===== src/rtl/byte_word_pkg.sv =====
// -----------------------------------------------------------------------------
// byte_word_pkg
// Shared definitions for the byte<->word conversion blocks.
//   BYTE_W        : width of one byte lane
//   out_state_e   : EMPTY/FULL state of an output holding register
//   lanes()       : number of byte lanes in a word of a given width
//   lane_lo()     : bit offset of byte lane idx, honouring the lane order
// -----------------------------------------------------------------------------
package byte_word_pkg;

    localparam int BYTE_W = 8;

    typedef enum logic {
        OUT_EMPTY = 1'b0,
        OUT_FULL  = 1'b1
    } out_state_e;

    function automatic int lanes(input int width);
        return width / BYTE_W;
    endfunction

    // Lane 0 is the first byte of a word. With msb_first it occupies the top
    // lane, otherwise the bottom lane.
    function automatic int lane_lo(input int idx, input bit msb_first, input int n_lanes);
        return msb_first ? (n_lanes - 1 - idx) * BYTE_W : idx * BYTE_W;
    endfunction

endpackage


===== src/rtl/byte_word_outreg.sv =====
// -----------------------------------------------------------------------------
// byte_word_outreg
// Output holding register with a valid/ready handshake (EMPTY/FULL).
// A load while FULL and being consumed in the same cycle keeps the register
// FULL with the new contents, so a steady stream sees no bubble.
// Ports:
//   clk, rst      : clock, synchronous active-high reset
//   i_load        : capture i_word/i_nbytes/i_last (caller only loads when
//                   o_can_load is high)
//   i_word        : word to hold
//   i_nbytes      : number of valid bytes in i_word
//   i_last        : word closes a packet
//   i_ready       : downstream accepts the held word
//   o_word        : held word
//   o_nbytes      : held byte count
//   o_last        : held last flag
//   o_valid       : register is FULL
//   o_can_load    : a load this cycle would not overwrite an unconsumed word
// -----------------------------------------------------------------------------
module byte_word_outreg
    import byte_word_pkg::*;
#(
    parameter int WIDTH = 32,
    parameter int NB_W  = 3
) (
    input  logic             clk,
    input  logic             rst,
    input  logic             i_load,
    input  logic [WIDTH-1:0] i_word,
    input  logic [NB_W-1:0]  i_nbytes,
    input  logic             i_last,
    input  logic             i_ready,
    output logic [WIDTH-1:0] o_word,
    output logic [NB_W-1:0]  o_nbytes,
    output logic             o_last,
    output logic             o_valid,
    output logic             o_can_load
);

    out_state_e       r_state;
    out_state_e       w_state_next;
    logic [WIDTH-1:0] r_word;
    logic [NB_W-1:0]  r_nbytes;
    logic             r_last;

    always_ff @(posedge clk) begin
        if (rst) begin
            r_state <= OUT_EMPTY;
        end else begin
            r_state <= w_state_next;
        end
    end

    always_comb begin
        w_state_next = r_state;
        case (r_state)
            OUT_EMPTY: begin
                if (i_load) begin
                    w_state_next = OUT_FULL;
                end
            end
            OUT_FULL: begin
                // A fresh load wins over draining: consume + load stays FULL.
                if (i_load) begin
                    w_state_next = OUT_FULL;
                end else if (i_ready) begin
                    w_state_next = OUT_EMPTY;
                end
            end
            default: w_state_next = OUT_EMPTY;
        endcase
    end

    always_ff @(posedge clk) begin
        if (rst) begin
            r_word   <= '0;
            r_nbytes <= '0;
            r_last   <= 1'b0;
        end else if (i_load) begin
            r_word   <= i_word;
            r_nbytes <= i_nbytes;
            r_last   <= i_last;
        end
    end

    assign o_word     = r_word;
    assign o_nbytes   = r_nbytes;
    assign o_last     = r_last;
    assign o_valid    = (r_state == OUT_FULL);
    assign o_can_load = !(o_valid && !i_ready);

endmodule


===== src/rtl/byte_word_packer.sv =====
// -----------------------------------------------------------------------------
// byte_word_packer
// Reassembles an 8-bit byte stream into WIDTH-bit words. Bytes fill an
// accumulator; a word is closed by its last lane or by in_last and moved into
// a separate output register, so filling continues while a word waits.
// Parameters:
//   WIDTH     : output word width (multiple of 8, >= 16)
//   MSB_FIRST : 1 = first byte lands in the top lane, 0 = bottom lane
//   TIMEOUT   : idle cycles before a partial word is flushed (only with the
//               BYTE_WORD_PACKER_TIMEOUT_EN macro defined)
// Ports:
//   clk, rst   : clock, synchronous active-high reset
//   in_byte    : incoming byte
//   in_valid   : in_byte valid
//   in_last    : accepted byte ends a packet (forces a partial word out)
//   in_ready   : packer accepts a byte this cycle
//   out_word   : assembled word, unfilled lanes zero
//   out_nbytes : valid bytes in out_word
//   out_last   : word was closed by in_last
//   out_valid  : out_word valid
//   out_ready  : consumer accepts out_word
// Optional feature macro: BYTE_WORD_PACKER_TIMEOUT_EN (partial-word flush).
// -----------------------------------------------------------------------------
module byte_word_packer
    import byte_word_pkg::*;
#(
    parameter int WIDTH     = 32,
    parameter bit MSB_FIRST = 1'b1
`ifdef BYTE_WORD_PACKER_TIMEOUT_EN
    ,
    parameter int TIMEOUT   = 16
`endif
) (
    input  logic                          clk,
    input  logic                          rst,
    input  logic [7:0]                    in_byte,
    input  logic                          in_valid,
    input  logic                          in_last,
    output logic                          in_ready,
    output logic [WIDTH-1:0]              out_word,
    output logic [$clog2(WIDTH/8):0]      out_nbytes,
    output logic                          out_last,
    output logic                          out_valid,
    input  logic                          out_ready
);

    localparam int N     = lanes(WIDTH);
    localparam int CNT_W = $clog2(N);
    localparam int NB_W  = CNT_W + 1;

    logic [WIDTH-1:0] r_acc;
    logic [CNT_W-1:0] r_cnt;
    logic [WIDTH-1:0] w_merged;
    logic             w_accept;
    logic             w_close;
    logic             w_flush;
    logic             w_load;
    logic             w_can_load;
    logic [WIDTH-1:0] w_load_word;
    logic [NB_W-1:0]  w_load_nbytes;
    logic             w_load_last;

    assign w_accept = in_valid && w_can_load;
    assign w_close  = w_accept && ((r_cnt == CNT_W'(N - 1)) || in_last);

    // Accumulator with the incoming byte dropped into lane r_cnt. Lanes past
    // r_cnt are still zero because the accumulator is cleared on every close.
    genvar gi;
    generate
        for (gi = 0; gi < N; gi++) begin : g_lane
            localparam int LO = lane_lo(gi, MSB_FIRST, N);
            assign w_merged[LO +: BYTE_W] = (r_cnt == CNT_W'(gi)) ? in_byte
                                                                  : r_acc[LO +: BYTE_W];
        end
    endgenerate

    always_ff @(posedge clk) begin
        if (rst) begin
            r_acc <= '0;
            r_cnt <= '0;
        end else if (w_close || w_flush) begin
            r_acc <= '0;
            r_cnt <= '0;
        end else if (w_accept) begin
            r_acc <= w_merged;
            r_cnt <= r_cnt + CNT_W'(1);
        end
    end

`ifdef BYTE_WORD_PACKER_TIMEOUT_EN
    localparam int IDLE_W = $clog2(TIMEOUT + 1);

    // Counts idle cycles while a partial word is pending, saturating at
    // TIMEOUT-1; the flush fires on the TIMEOUT-th idle cycle and is held
    // off while the output register cannot take a word.
    logic [IDLE_W-1:0] r_idle;

    assign w_flush = (r_cnt != '0) && !w_accept && w_can_load
                     && (r_idle >= IDLE_W'(TIMEOUT - 1));

    always_ff @(posedge clk) begin
        if (rst) begin
            r_idle <= '0;
        end else if (w_accept || w_flush) begin
            r_idle <= '0;
        end else if ((r_cnt != '0) && (r_idle < IDLE_W'(TIMEOUT - 1))) begin
            r_idle <= r_idle + IDLE_W'(1);
        end
    end
`else
    assign w_flush = 1'b0;
`endif

    assign w_load        = w_close || w_flush;
    assign w_load_word   = w_close ? w_merged : r_acc;
    assign w_load_nbytes = w_close ? ({1'b0, r_cnt} + NB_W'(1)) : {1'b0, r_cnt};
    assign w_load_last   = w_close && in_last;

    byte_word_outreg #(
        .WIDTH (WIDTH),
        .NB_W  (NB_W)
    ) u_outreg (
        .clk        (clk),
        .rst        (rst),
        .i_load     (w_load),
        .i_word     (w_load_word),
        .i_nbytes   (w_load_nbytes),
        .i_last     (w_load_last),
        .i_ready    (out_ready),
        .o_word     (out_word),
        .o_nbytes   (out_nbytes),
        .o_last     (out_last),
        .o_valid    (out_valid),
        .o_can_load (w_can_load)
    );

    // Worst-case stall: any byte waits while a held word is not draining.
    assign in_ready = w_can_load;

endmodule


===== config.mk =====
export PLATFORM = sky130hd
export DESIGN_NAME = byte_word_packer
export DESIGN_NICKNAME = d
export VERILOG_FILES = /design/src/rtl/byte_word_pkg.sv /design/src/rtl/byte_word_outreg.sv /design/src/rtl/byte_word_packer.sv
export SDC_FILE = /design/constraint.sdc
export NUM_CORES = 1
export LEC_CHECK = 0
export BUFFER_PORTS_ARGS = -buffer_cell sky130_fd_sc_hd__buf_4
export CAP_MARGIN = 20
export CORE_MARGIN = 2
export CORE_UTILIZATION = 56
export DETAILED_ROUTE_END_ITERATION = 10
export PLACE_DENSITY = 0.79
export SLEW_MARGIN = 20
export SYNTH_ARGS = -nofsm -noshare
export SYNTH_HDL_FRONTEND = slang
export SYNTH_HIERARCHICAL = 1
export SYNTH_SLANG_ARGS = --single-unit

===== constraint.sdc =====
create_clock -name clk -period 2.2 [get_ports clk]
set_clock_uncertainty 0.15 [all_clocks]
set_input_delay 0.11 -clock clk [delete_from_list [all_inputs] [get_ports clk]]
set_output_delay 0.11 -clock clk [all_outputs]
set_load 0.01 [all_outputs]

-- Word level (Yosys, flattened, before mapping)
Cells that the tools add are included.
- add/sub/neg operators: 2
- $mul: 0
- div/mod/pow operators: 0
- order comparisons: 0
- equality and inequality tests: 3
- shifts and indexed selects: 0
- multiplexer cells: 8
- bitwise gates (word level): 1
- reduce and logical (&&, ||, !) cells: 9
- operators by type and width (cell ; number):
    two-way mux 8 bit ; 4
    == test 2 bit (second input constant) ; 2
    logical AND 1 bit ; 4
    adder 2 x 1 -> 3 bit (second input constant) ; 1
    two-way mux 1 bit ; 3
    adder 2 x 1 -> 2 bit (second input constant) ; 1
    == test 2 x 1 -> 1 bit (second input constant) ; 1
    zero test 1 bit ; 2
    zero test 2 bit ; 1
    one-hot mux 1 bit (2 select lines) ; 1
    OR reduction 2 bit ; 1
    logical OR 1 bit ; 1
    inverter 1 bit ; 1
- register bits after elaboration: 71
- latch bits: 0
- RAM bits: 0
- memory bits (read-only): 0
- input bits: 13
- logic and storage cells: 29
- memories kept: 0

-- Longest topological paths before layout
- depth after elaboration: 7
- gate-level depth with buffers: 8

-- Hierarchy
The synthesis kept the hierarchy.
- by module, submodules not included (module ; instances ; cells an instance ; area an instance (um^2) ; seq. area each (um^2)):
    byte_word_packer ; 1 ; 179 ; 1805.5 ; 680.7
    byte_word_outreg ; 1 ; 120 ; 1341.3 ; 740.7

-- Worst setup path after synthesis
OpenSTA, ideal clock, no wires.
- path kind: register -> register
- from: register u_outreg.r_state (netlist: u_outreg/o_valid)
- to: register u_outreg.r_word[16] (netlist: u_outreg/o_word[16])
- arrival: 1.680 ns
- data required time: 1.933 ns
- slack: 0.252 ns
- stages on the path, launching flop included: 9
- cells stage by stage: dfxtp_1 nand2b_1 buf_4 and3_1 buf_4 o21ai_2 mux2_2 mux2i_1 nor2_1
- longest elaborated chain between the ends: 4
- RTL lines (element ; line ; text):
    start: declaration ; byte_word_outreg.sv:40 ; out_state_e r_state;
    start signal: assignment ; byte_word_outreg.sv:50 ; r_state <= w_state_next;
    logical AND 1 bit ; byte_word_outreg.sv:90 ; assign o_can_load = !(o_valid && !i_ready);
    zero test 1 bit ; byte_word_outreg.sv:90 ;
    via in_ready ; byte_word_packer.sv:39 ; output logic in_ready,
    logical AND 1 bit ; byte_word_packer.sv:63 ; assign w_accept = in_valid && w_can_load;
    logical AND 1 bit ; byte_word_packer.sv:64 ; assign w_close = w_accept && ((r_cnt == CNT_W'(N - 1)) || in_last);
    end signal: assignment ; byte_word_outreg.sv:80 ; r_word <= i_word;
    end: declaration ; byte_word_outreg.sv:42 ; logic [WIDTH-1:0] r_word;
The timed path passes the listed nets, and every way through them passes these cells.
A chain may end at the register's enable or synchronous reset.

-- Worst setup path in the final report
- from: register r_cnt[1]
- to: register u_outreg.r_word[30] (netlist: u_outreg/o_word[30])
- elaborated cells between the ends (all ways): 5
- those cells by class: eq/ne (1); mux (1); reduce/logical (3)
- RTL lines (element ; line ; text):
    start: declaration ; byte_word_packer.sv:52 ; logic [CNT_W-1:0] r_cnt;
    start signal: assignment ; byte_word_packer.sv:86 ; r_cnt <= r_cnt + CNT_W'(1);
    zero test 2 bit ; byte_word_packer.sv:72 ; assign w_merged[LO +: BYTE_W] = (r_cnt == CNT_W'(gi)) ? in_byte
    two-way mux 8 bit ; byte_word_packer.sv:72 ;
    via w_load_word[30] ; byte_word_packer.sv:59 ; logic [WIDTH-1:0] w_load_word;
The timed path passes the listed nets, and every way through them passes these cells.

==> impl_metrics.py <==
metrics = {
    "run_status": {
        "status": "completed",
    },
    "clock_tree": {
        "clock-root-buffer": "clkbuf_8",
        "cts.sinks": 71,
        "cts_tree": "yes",
        "clkTransAtPathRegs_ns": 0.08,
        "cts_buffer_depth": 2,
        "htreeDepth": 3,
        "post_cts_buffers": 0,
        "cts_resized": 0,
        "cts_hold_buf": 9,
        "insertion_delay_ns": 0.34,
        "cts_buffers": 9,
    },
    "cells_and_area": {
        "antennaDiodeCount": 0,
        "utilization_pct": 68.9,
        "fin_nets": 377,
        "syn_to_final_growth_pct": 19.8,
        "drive_above_1_share_pct": 36.0,
    },
    "pwr": {
        "switching_share_pct": 25.0,
        "total_power_uw": 2550,
        "p_comb_share_pct": 11.3,
        "p_clk_share_pct": 36.6,
        "switching_power_uw": 636,
        "p_leak_uw": 0.00163,
        "p_seq_share_pct": 52.1,
        "p_int_uw": 1910,
        "ir_drop_mv": 0.537,
        "powerDensity_nw_per_um2": 675,
    },
    "drt": {
        "wl_um": 6210,
        "dr.pass1.iters": 4,
        "routed_via_density": 5.06,
        "drt_iter0_drc": 79,
        "wl_per_cell_um": 14.2,
        "antenna_left": 0,
        "vias": 2207,
        "drc_errors": 0,
    },
    "logic_synthesis": {
        "synth_edf_count": 0,
        "netlist_instances": 299,
        "ys_async_sr_fraction_pct": 0,
        "seq_area_frac_synth_pct": 45.2,
        "synth.most_common_cell": "dfxtp_1",
        "synth_cell_type_count": 27,
        "synth_seq_cells": 71,
        "avgSynthCellArea_um2": 10.5,
        "yosysTopAreaCell": "dfxtp_1",
        "synth_ff_type": "dfxtp_1",
        "netlist.area_leader.share_pct": 45.2,
        "synth_top_cells_by_count": "dfxtp_1 (71), nor2_1 (45), mux2i_1 (44), nand2_1 (36), mux2_2 (32)",
        "ys_top_cells_by_area": "dfxtp_1 (45%), mux2i_1 (14%), mux2_2 (11%)",
        "synth_fp_nets": 317,
        "synth_warnings": 6,
        "syn_area_um2": 3150,
    },
    "floorplanning": {
        "fp.dieH_um": 79.0,
        "rows": 27,
        "start_util_pct": 57.5,
        "die-area_um2": 6230,
        "core-area_um2": 5470,
        "ios": 51,
        "fp.dieW_um": 79.0,
    },
    "placement": {
        "place_congestion": 0.753,
        "dp_hpwl_um": 4050,
        "io_buffer_count": 50,
    },
    "setup_path": {
        "cp_slowest_cell": "dfxtp_1",
        "critPathLaunchType": "flip-flop",
        "critPathMaxFanout": 8,
        "end_kind": "flip-flop",
        "crit_chain": "inv_1 -> ha_1 -> and3_1 -> o21ai_2 -> mux2_2 -> mux2i_1 -> nor2_1",
        "worstPathArrival_ns": 2.04,
        "ff2ff_path_depth": 7,
        "path_class": "reg -> reg",
        "max_stage_delay_ns": 0.41,
        "critPathRequiredTime_ns": 2.27,
    },
    "timing": {
        "slew_violations": 0,
        "final.period_utilization_pct": 89.5,
        "tns_ns": 0,
        "final.min_clock_period_ns": 1.97,
        "hold_viol_final": 0,
        "holdWs_ns": 0.0206,
        "setup_violations": 0,
        "slew_headroom_pct": 69.5,
        "worst_pin_slew_ns": 0.458,
        "max_freq_mhz": 508,
        "rsz0062_at_grt": "false",
    },
    "global_routing": {
        "grt_pass1_vias": 2150,
        "grt_max_degree": 39,
        "track_usage_pct": 21.5,
        "antenna_found_initial": 0,
        "grt_pass1_wl_um": 10200,
        "grt.overflow.total": 0,
    },
    "hold_path": {
        "hp-class": "in -> reg",
        "min_path_cells": 2,
    },
    "run": {
        "maxCapViolCount": 0,
    },
}
==> per-stage QoR <==
step           area [um2]  std cells  setup WS [ns]
3_3_place_gp         3500        411          0.268
6_report             3770        436          0.231
4_1_cts              3770        436          0.236
2_1_floorplan        3150        299          0.252
3_5_place_dp         3500        411          0.249
5_1_grt              3770        436          0.118
==> cells in the final DEF, fill, tap and decap left out, types with 3 or more instances in the layout <==
cell / Yosys / layout
dlygate4sd3_1: 0 / 9
and3_1: 3 / 3
nand3_1: 4 / 4
nand2_1: 36 / 36
mux2_2: 32 / 32
clkbuf_8: 0 / 11
nor2b_1: 4 / 4
nor2b_2: 4 / 4
mux2i_1: 44 / 44
buf_4: 4 / 57
inv_1: 4 / 4
nor2_1: 45 / 45
ha_1: 5 / 5
dfxtp_1: 71 / 71
a21oi_2: 17 / 17
==> kinds of logic (layout without fill, tap and decap cells) <==
kind of cell	after synthesis	count (layout)	synth area share (%)
AOI/OAI and AO/OA	23	23	6.52
xor gates and xnor gates	2	2	0.557
adders and majority gates	5	5	1.99
buffers and inverters	22	87	6.24
DFF	71	71	45.2
muxes	76	76	25.4
and+or+nand+nor	100	100	14.1
==> path summary, 6_finish.rpt <==
kind                                       endpoint       from  slack [ns]
worst min register to register            r_acc[18]  r_acc[18]        0.32
worst max register to register  u_outreg/o_word[30]   r_cnt[1]        0.23
worst max-delay path            u_outreg/o_word[30]   r_cnt[1]        0.23
worst min-delay path            u_outreg/o_word[26]        rst        0.02
==> critical path: cells and delay by family (launching register included) <==
kind	cells	cell delay (ns)
flip-flops	1	0.41
buffers and inverters	1	0.10
AO/OA/AOI/OAI	1	0.19
adder cells (fa/ha/maj)	1	0.20
AND/OR/NAND/NOR	2	0.25
multiplexers	2	0.53
==> cell type report <==
cell class,count,area (um2)
Clock buffer,13,159
Fill cell,458,1700
Timing Repair Buffer,67,538
Sequential cell,71,1420
Inverter,4,15.0
Clock inverter,3,17.5
Multi-Input combinational cell,206,1530
Tap cell,72,90.1
==> power by group through the flow <==
stage,Combinational [uW],Clock (uW),Sequential [uW]
final,288,931,1330
after global routing,312,1000,1330
after CTS,288,953,1330
after detailed placement,274,0,1360
after global placement,271,0,1350
after floorplan,205,0,1360
==> layer usage <==
layer	up-vias	global-route usage, %	share of wire [%]
li1	1121	-	-
met1	1036	26.4	47
met2	39	35.9	48
met3	11	4.43	3.1
met4	0	10.5	1.8
met5	-	0	0
==> sequential cells by signal (all words and copies together), names as in the netlist <==
signal / cells
r_acc: 32
r_cnt: 2
u_outreg/o_last: 1
u_outreg/o_nbytes: 3
u_outreg/o_valid: 1
u_outreg/o_word: 32
Note: power is estimated with default switching activity, not from simulation.
